$ cat src/rtl/mc_alu_pkg.sv
// rtl/mc_alu_pkg.sv - opcodes, FSM states and opcode helpers for mc_alu
package mc_alu_pkg;

  localparam logic [3:0] ALU_AND  = 4'h0;
  localparam logic [3:0] ALU_OR   = 4'h1;
  localparam logic [3:0] ALU_ADD  = 4'h2;
  localparam logic [3:0] ALU_XOR  = 4'h3;
  localparam logic [3:0] ALU_NOR  = 4'h4;
  localparam logic [3:0] ALU_SRL  = 4'h5;
  localparam logic [3:0] ALU_SUB  = 4'h6;
  localparam logic [3:0] ALU_SLTU = 4'h7;
  localparam logic [3:0] ALU_SLL  = 4'h8;
  localparam logic [3:0] ALU_SRA  = 4'h9;
  localparam logic [3:0] ALU_SLT  = 4'hA;
  localparam logic [3:0] ALU_MUL  = 4'hB;
  localparam logic [3:0] ALU_DIVU = 4'hC;
  localparam logic [3:0] ALU_REMU = 4'hD;

  typedef enum logic [1:0] {
    S_IDLE = 2'd0,
    S_MUL  = 2'd1,
    S_DIV  = 2'd2,
    S_DONE = 2'd3
  } state_t;

  function automatic logic is_muldiv(input logic [3:0] op);
    return (op == ALU_MUL) || (op == ALU_DIVU) || (op == ALU_REMU);
  endfunction

endpackage

$ cat src/rtl/mc_alu_iter_muldiv.sv
// rtl/mc_alu_iter_muldiv.sv - WIDTH-cycle shift-add multiplier / restoring divider on one adder
module mc_alu_iter_muldiv #(
  parameter int WIDTH = 32
) (
  input  logic             clk,
  input  logic             rst,
  input  logic             start,
  input  logic             mul,
  input  logic             rem,
  input  logic [WIDTH-1:0] a,
  input  logic [WIDTH-1:0] b,
  output logic             done,
  output logic             dbz,
  output logic [WIDTH-1:0] result
);
  localparam int SHW = $clog2(WIDTH);
  localparam logic [SHW-1:0] LAST = SHW'(WIDTH - 1);

  logic             busy;
  logic [SHW-1:0]   count;
  logic             is_mul;
  logic             is_rem;
  // MUL: acc=partial product, opa=multiplicand, opb=multiplier.
  // DIV: acc=partial remainder, opa=dividend shifting into quotient, opb=divisor.
  logic [WIDTH-1:0] acc;
  logic [WIDTH-1:0] opa;
  logic [WIDTH-1:0] opb;
  logic [WIDTH:0]   shifted;
  logic [WIDTH:0]   add_x;
  logic [WIDTH:0]   add_y;
  logic             cin;
  logic [WIDTH:0]   sum;
  logic [WIDTH-1:0] rem_next;
  logic [WIDTH-1:0] quo_next;

  always_comb begin
    shifted = {acc, opa[WIDTH-1]};
    if (is_mul) begin
      add_x = {1'b0, acc};
      add_y = opb[0] ? {1'b0, opa} : '0;
      cin   = 1'b0;
    end else begin
      add_x = shifted;
      add_y = ~{1'b0, opb};
      cin   = 1'b1;
    end
    sum = add_x + add_y + {{WIDTH{1'b0}}, cin};
    // A set top bit means the trial subtraction borrowed: keep the shifted remainder.
    rem_next = sum[WIDTH] ? shifted[WIDTH-1:0] : sum[WIDTH-1:0];
    quo_next = {opa[WIDTH-2:0], ~sum[WIDTH]};
    if (is_mul)      result = sum[WIDTH-1:0];
    else if (is_rem) result = rem_next;
    else             result = quo_next;
  end

  assign done = busy && (count == LAST);

  always_ff @(posedge clk) begin
    if (rst) begin
      busy   <= 1'b0;
      count  <= '0;
      is_mul <= 1'b0;
      is_rem <= 1'b0;
      dbz    <= 1'b0;
      acc    <= '0;
      opa    <= '0;
      opb    <= '0;
    end else if (start) begin
      busy   <= 1'b1;
      count  <= '0;
      is_mul <= mul;
      is_rem <= rem;
      dbz    <= ~mul && (b == '0);
      acc    <= '0;
      opa    <= a;
      opb    <= b;
    end else if (busy) begin
      count <= count + 1'b1;
      if (count == LAST) busy <= 1'b0;
      if (is_mul) begin
        acc <= sum[WIDTH-1:0];
        opa <= {opa[WIDTH-2:0], 1'b0};
        opb <= {1'b0, opb[WIDTH-1:1]};
      end else begin
        acc <= rem_next;
        opa <= quo_next;
      end
    end
  end

endmodule

$ cat src/rtl/mc_alu.sv
// rtl/mc_alu.sv - multi-cycle valid/ready ALU; MC_ALU_MULDIV_EN enables iterative MUL/DIVU/REMU
module mc_alu
  import mc_alu_pkg::*;
#(
  parameter int WIDTH = 32
) (
  input  logic             clk,
  input  logic             rst,
  input  logic             in_valid,
  output logic             in_ready,
  input  logic [3:0]       op,
  input  logic [WIDTH-1:0] a,
  input  logic [WIDTH-1:0] b,
  output logic             out_valid,
  input  logic             out_ready,
  output logic [WIDTH-1:0] res,
  output logic             zero,
  output logic             overflow,
  output logic             dbz
);
  localparam int SHW = $clog2(WIDTH);

  state_t           state;
  state_t           state_next;
  state_t           accept_target;
  logic             accept;
  logic             is_md;
  logic [SHW-1:0]   sh;
  logic [WIDTH-1:0] sum_ab;
  logic [WIDTH-1:0] diff_ab;
  logic [WIDTH-1:0] alu_res;
  logic             alu_ovf;
  logic             md_done;
  logic             md_dbz;
  logic [WIDTH-1:0] md_result;

  assign in_ready  = ~rst && ((state == S_IDLE) || ((state == S_DONE) && out_ready));
  assign accept    = in_valid && in_ready;
  assign out_valid = (state == S_DONE);

`ifdef MC_ALU_MULDIV_EN
  assign is_md = is_muldiv(op);

  mc_alu_iter_muldiv #(.WIDTH(WIDTH)) u_muldiv (
    .clk    (clk),
    .rst    (rst),
    .start  (accept && is_md),
    .mul    (op == ALU_MUL),
    .rem    (op == ALU_REMU),
    .a      (a),
    .b      (b),
    .done   (md_done),
    .dbz    (md_dbz),
    .result (md_result)
  );
`else
  assign is_md     = 1'b0;
  assign md_done   = 1'b0;
  assign md_dbz    = 1'b0;
  assign md_result = '0;
`endif

  always_comb begin
    sh      = b[SHW-1:0];
    sum_ab  = a + b;
    diff_ab = a - b;
    alu_res = '0;
    alu_ovf = 1'b0;
    case (op)
      ALU_AND:  alu_res = a & b;
      ALU_OR:   alu_res = a | b;
      ALU_ADD: begin
        alu_res = sum_ab;
        alu_ovf = (a[WIDTH-1] == b[WIDTH-1]) && (sum_ab[WIDTH-1] != a[WIDTH-1]);
      end
      ALU_XOR:  alu_res = a ^ b;
      ALU_NOR:  alu_res = ~(a | b);
      ALU_SRL:  alu_res = a >> sh;
      ALU_SUB: begin
        alu_res = diff_ab;
        alu_ovf = (a[WIDTH-1] != b[WIDTH-1]) && (diff_ab[WIDTH-1] != a[WIDTH-1]);
      end
      ALU_SLTU: alu_res = {{(WIDTH-1){1'b0}}, (a < b)};
      ALU_SLL:  alu_res = a << sh;
      ALU_SRA:  alu_res = $unsigned($signed(a) >>> sh);
      ALU_SLT:  alu_res = {{(WIDTH-1){1'b0}}, ($signed(a) < $signed(b))};
      default:  alu_res = '0;
    endcase
  end

  always_comb begin
    state_next = state;
    if (is_md) accept_target = (op == ALU_MUL) ? S_MUL : S_DIV;
    else       accept_target = S_DONE;
    case (state)
      S_IDLE: if (accept) state_next = accept_target;
      S_MUL, S_DIV: if (md_done) state_next = S_DONE;
      S_DONE: begin
        if (accept)         state_next = accept_target;
        else if (out_ready) state_next = S_IDLE;
      end
      default: state_next = S_IDLE;
    endcase
  end

  always_ff @(posedge clk) begin
    if (rst) begin
      state    <= S_IDLE;
      res      <= '0;
      zero     <= 1'b0;
      overflow <= 1'b0;
      dbz      <= 1'b0;
    end else begin
      state <= state_next;
      if (accept && !is_md) begin
        res      <= alu_res;
        zero     <= (alu_res == '0);
        overflow <= alu_ovf;
        dbz      <= 1'b0;
      end else if (md_done) begin
        res      <= md_result;
        zero     <= (md_result == '0);
        overflow <= 1'b0;
        dbz      <= md_dbz;
      end
    end
  end

endmodule

$ cat config.mk
export PLATFORM = sky130hd
export DESIGN_NAME = mc_alu
export DESIGN_NICKNAME = d
export VERILOG_FILES = /design/src/rtl/mc_alu_pkg.sv /design/src/rtl/mc_alu_iter_muldiv.sv /design/src/rtl/mc_alu.sv
export SDC_FILE = /design/constraint.sdc
export NUM_CORES = 1
export LEC_CHECK = 0
export ABC_CLOCK_PERIOD_IN_PS = 7050
export CORE_MARGIN = 1.5
export CORE_UTILIZATION = 33
export DETAILED_ROUTE_END_ITERATION = 8
export SLEW_MARGIN = 20
export SYNTH_ARGS = -nofsm -noshare
export SYNTH_HDL_FRONTEND = slang
export SYNTH_SLANG_ARGS = --single-unit
$ cat constraint.sdc
create_clock -name clk -period 7.05 [get_ports clk]
set_clock_uncertainty 0.15 [all_clocks]
set_input_delay 1.7625 -clock clk [delete_from_list [all_inputs] [get_ports clk]]
set_output_delay 1.7625 -clock clk [all_outputs]
set_load 0.05 [all_outputs]
Word level (Yosys, flattened, before mapping)

Cells that the tools add are included.
Widths: inputs -> output; s select.

Register bits after elaboration: 36
Bits of input ports: 72
Output and inout bits: 37
Word-level logic and storage cells: 53

Add/sub/neg operators: 2
$lt $le $gt $ge: 2
Eq/ne operators: 19
Shift-type cells: 3
Mux-type cells: 6
Bitwise gates (word level): 6
Reductions and logical operators: 11

Operators with widths:

| cell               | count |
|---|---|
| $pmux 32 s11       | 1 |
| $lt 32x32->1       | 2 |
| $add 32x32->32     | 1 |
| $and 32x32->32     | 1 |
| $logic_not 32->1   | 1 |
| $not 32->32        | 1 |
| $or 32x32->32      | 1 |
| $shl 32x5->32      | 1 |
| $shr 32x5->32      | 1 |
| $sshr 32x5->32     | 1 |
| $sub 32x32->32     | 1 |
| $xor 32x32->32     | 1 |
| $eq 4x3->1 const B | 4 |
| $eq 4x4->1 const B | 3 |
| $eq 4x2->1 const B | 2 |
| $mux 2             | 3 |
| $logic_and 1x1->1  | 5 |
| $eq 2x2->1 const B | 2 |
| $eq 4x1->1 const B | 1 |
| $logic_not 4->1    | 1 |
| $pmux 2 s2         | 1 |
| $ne 1x1->1         | 3 |
| $ne 3x1->1 const B | 1 |
| $reduce_and 3->1   | 1 |
| 8 further kinds    | 9 |

Longest topological paths before layout

Depth in word-level cells: 7
Depth in mapped cells: 17
Depth with buffers taken out: 14

Least setup slack after synthesis

OpenSTA, ideal clock, no wires.

Path type: in2reg
Start point: input port b[3]
End point: register zero
Setup time: 0.069 ns
Arrival time: 5.512 ns
Data required time: 6.831 ns
Setup slack: 1.319 ns
Cell stages on the path: 16
Buffers on the path: 4
Path through: clkinv_1 -> clkbuf_1 -> buf_1 -> buf_1 -> ha_1 -> buf_2 -> or4_1 -> a21oi_1 -> nor2_1 -> o311ai_2 -> o31ai_1 -> o311a_1 -> a211o_1 -> o31ai_1 -> nand4_1 -> o21ai_1

Cells in the longest elaborated chain, start to end: 4
Elaborated cells on any way between the ends: 13
Those cells by class: add/sub: 2; order compare: 2; shift: 3; mux: 1; bitwise: 4; reduce/logical: 1

Ends and longest elaborated chain:

| element                                                | RTL line      | source |
|---|---|---|
| start, declared                                        | mc_alu.sv:13  | `input logic [WIDTH-1:0] b,` |
| branches (longest 2 deep; another with $sub 32x32->32) | -             |  |
| $pmux 32 s11 *                                         | mc_alu.sv:69  | `case (op)` |
| $logic_not 32->1 *                                     | mc_alu.sv:117 | `zero <= (alu_res == '0);` |
| end signal, assigned                                   | mc_alu.sv:117 |  |
| end signal, assigned                                   | mc_alu.sv:122 | `zero <= (md_result == '0);` |
| end, declared                                          | mc_alu.sv:17  | `output logic zero,` |

Mark *: on every way between the ends.
A chain may end at the register's enable or synchronous reset.

Worst setup path after layout

Start point: input port op[2]
End point: register zero

Cells in the longest elaborated chain, start to end: 3
Elaborated cells on any way between the ends: 13
Those cells by class: eq/ne: 10; mux: 1; reduce/logical: 2

Ends and longest elaborated chain:

| element                                  | RTL line      | source |
|---|---|---|
| start, declared                          | mc_alu.sv:11  | `input logic [3:0] op,` |
| $eq 4x4->1, or another cell as far along | mc_alu.sv:69  |  |
| $pmux 32 s11 *                           | mc_alu.sv:69  |  |
| $logic_not 32->1 *                       | mc_alu.sv:117 |  |

Mark *: on every way between the ends. The rest lies on a longest branch, timed or not.

==> impl_metrics.yaml <==
global_routing:
  grt.total_usage: 0.345
  grt_pass1_wl_um: 90100
  grt_pass1_vias: 12900
  grt_max_degree: 79
  antenna_found_initial: 1
  grt.overflow.total: 0
outcome:
  outcome: "finished clean"
synthesis:
  synth_top_family_by_area: "compound AO/OA/AOI/OAI gates"
  synthesis.area_um2: 11100
  syn_avg_cell_area_um2: 6.95
  ys_seq_area_frac: 0.0629
  yosys.area_share.simple: 0.235
  synthMuxAreaShare: 0.143
  synthDistinctLibCells: 92
  synth_xor_area_frac: 0.0149
  synth_compound_area_frac: 0.338
  synth_edf_count: 0
  synthFlopType: "dfxtp_1"
  ys_async_sr_fraction: 0
  synth-seq-cells: 35
  synth_warnings: 0
  syn-num-nets: 1782
  synth_fa_ha_area_frac: 0.120
  syn_inst: 1604
setup_path:
  r2r_cells: 13
  endpoint_kind: "flop"
  worstPathCellList: "clkdlybuf4s50_1, buf_4, nor4bb_1, buf_4, and3_1, a221oi_1, o221ai_1, a211oi_1, nand2_1, a211oi_1, o2111ai_1, nor4_1, buf_4, nand4_1, o21ai_1"
  slowest_delay_ps: 930
  required_ps: 7110
  worstPathArrival_ps: 6370
  cp_max_fo: 14
  cp_slowest_cell: "clkdlybuf4s50_1"
  path_class: "input port to flop"
  crit_path_frequent_cell: "buf_4"
  startpoint_type: "input port"
route:
  avgViaCountPerCell: 6.70
  drt-initial-drc-count: 2080
  ant_nets: 0
  wirelength_um: 62900
  drc: 0
  vias: 14100
  wl_per_cell_um: 29.8
  drt_pass1_iterations: 6
clock_tree:
  htreeDepth: 2
  cts_root_buffer: "clkbuf_16"
  hold_buffers: 0
  cts_resized: 0
  clockBufferDepth: 2
  cts_tree: "built"
  cts_made_buffers: 5
  cts_setup_buffers: 0
  cts_sinks: 35
  clkLatencyLatePin_ps: 270
  path_clk_slew_ps: 50
pwr:
  power_frac_seq: 0.143
  p_per_area_nw_per_um2: 122
  p_sw_uw: 817
  p_int_uw: 756
  p_leak_uw: 0.00521
  swShare: 0.519
  combinationalPowerShare: 0.699
  clockPowerShare: 0.158
  irDropWorstVdd_mv: 0.113
placed_design:
  post-dp-hpwl_um: 50700
  place.gp.congestion: 1.08
  pre_cts_slack_ps: 644
  placed_area_um2: 12800
  place_inst: 2100
  port_buffers: 107
hold_path:
  whs_path_depth: 2
  worst_hold_path_type: "flop to flop"
sta:
  layout_setup_ws_ps: 740
  clock.fmax_mhz: 158
  finalSetupViolCount: 0
  finalCriticalPeriod_ps: 6310
  grt_setup_unrepaired: "no"
  holdWs_ps: 319
  maxSlewViolCount: 0
  tightestPinTransition_ps: 959
  finalCritPeriodShare: 0.895
  slew_headroom: 0.359
  tns_ps: 0
  finalHoldViolCount: 0
final_layout:
  stdcell_area_um2: 12900
  area_growth_pct: 16.0
  most-common-layout-cells: "174 x nand2_1, 131 x nor2_1, 126 x a21oi_1"
  layout_commonest_cell: "nand2_1"
  antennaDiodeCount: 0
  drive_gt1_frac: 0.0940
  fin_nets: 1837
  fin_cells: 2108
die:
  rows: 67
  die_w_um: 187
  die_y_um: 187
  die-area_um2: 34900
  core_um2: 33400
  ios: 109
  start_util: 0.334
flow_run:
  cap_violations: 0
==> layout make-up <==
type / count / area [um2]
Clock buffer: 6 / 139
Clock inverter: 2 / 35.0
Fill cell: 3638 / 20400
Inverter: 99 / 372
Multi-Input combinational cell: 1337 / 9500
Sequential cell: 35 / 701
Tap cell: 448 / 561
Timing Repair Buffer: 181 / 1620
==> critical path, delay by kind of cell <==
kind / cells / cell delay [ps]
AND/OR/NAND/NOR: 5 / 1020
AO/OA/AOI/OAI: 6 / 1950
buffers and inverters: 4 / 1640
==> per-layer routing <==
metal | vias up | wire length (um) | track usage
li1 | 6131 | - | -
met1 | 6812 | 25800 | 0.464
met2 | 967 | 26500 | 0.528
met3 | 212 | 5760 | 0.0342
met4 | 2 | 4890 | 0.219
met5 | - | 9 | 0
==> stage by stage <==
stage / util / total power, uW
6_report: 0.387 / 1570
5_1_grt: 0.387 / 1630
4_1_cts: 0.387 / 1540
3_5_place_dp: 0.382 / 1280
3_3_place_gp: 0.382 / 1290
2_1_floorplan: - / 872
==> cells by family after synthesis <==
| logic type | count (synthesis) |
|---|---|
| AO/OA/AOI/OAI | 552 |
| XOR/XNOR | 19 |
| adder cells (fa/ha/maj) | 106 |
| buffers and inverters | 232 |
| flip-flops | 35 |
| multiplexers | 123 |
| other | 1 |
| AND/OR/NAND/NOR | 536 |
==> registers in the layout, summed over array words and instances (netlist names) <==
name      flops
zero          1
overflow      1
state         1
res          32
==> synth_stat cells (9+ instances only) <==
| cell type | count | area (um2) |
|---|---|---|
| clkbuf_1 | 87 | 327 |
| o211ai_1 | 27 | 203 |
| nand2_1 | 174 | 653 |
| o21ai_0 | 100 | 500 |
| a221oi_1 | 19 | 166 |
| o22ai_1 | 18 | 113 |
| inv_1 | 95 | 357 |
| o21bai_1 | 9 | 67.6 |
| and3_1 | 9 | 56.3 |
| nand3b_1 | 32 | 240 |
| mux2_2 | 18 | 203 |
| a221o_1 | 13 | 130 |
| o2111ai_1 | 9 | 78.8 |
| nor2b_1 | 20 | 125 |
| o21ai_1 | 17 | 85.1 |
| a211o_1 | 9 | 78.8 |
| o31ai_1 | 23 | 173 |
| nand2b_1 | 15 | 93.8 |
| a31oi_1 | 20 | 125 |
| nor2_1 | 131 | 492 |
| buf_2 | 24 | 120 |
| nor3_1 | 30 | 150 |
| mux4_2 | 24 | 541 |
| a211oi_1 | 25 | 188 |
| mux2i_1 | 66 | 661 |
| xnor2_1 | 14 | 123 |
| o221ai_1 | 21 | 184 |
| nand4_1 | 22 | 138 |
| a21oi_1 | 126 | 631 |
| ha_1 | 104 | 1300 |
| a22oi_1 | 13 | 97.6 |
| nor4_1 | 23 | 144 |
| dfxtp_1 | 35 | 701 |
| and2_1 | 14 | 87.6 |
| a21o_1 | 16 | 120 |
| buf_1 | 13 | 48.8 |
| nand3_1 | 29 | 145 |
| mux2_1 | 11 | 124 |
==> path summary, 6_finish.rpt <==
kind                    startpoint              endpoint  slack [ps]
min reg2reg   res[28]$_SDFFE_PP0P_  res[28]$_SDFFE_PP0P_         320
max reg2reg  state[0]$_SDFFE_PP0P_     zero$_SDFFE_PP0P_        2960
max                          op[2]     zero$_SDFFE_PP0P_         740
min           res[28]$_SDFFE_PP0P_  res[28]$_SDFFE_PP0P_         320
==> power by group through the flow <==
stage / registers (uW) / clock network, uW / logic (uW)
2_1_floorplan: 288 / 0 / 584
3_3_place_gp: 228 / 0 / 1060
3_5_place_dp: 228 / 0 / 1060
4_1_cts: 224 / 257 / 1060
5_1_grt: 226 / 262 / 1150
6_report: 224 / 249 / 1100
(Power assumes the default switching activity.)
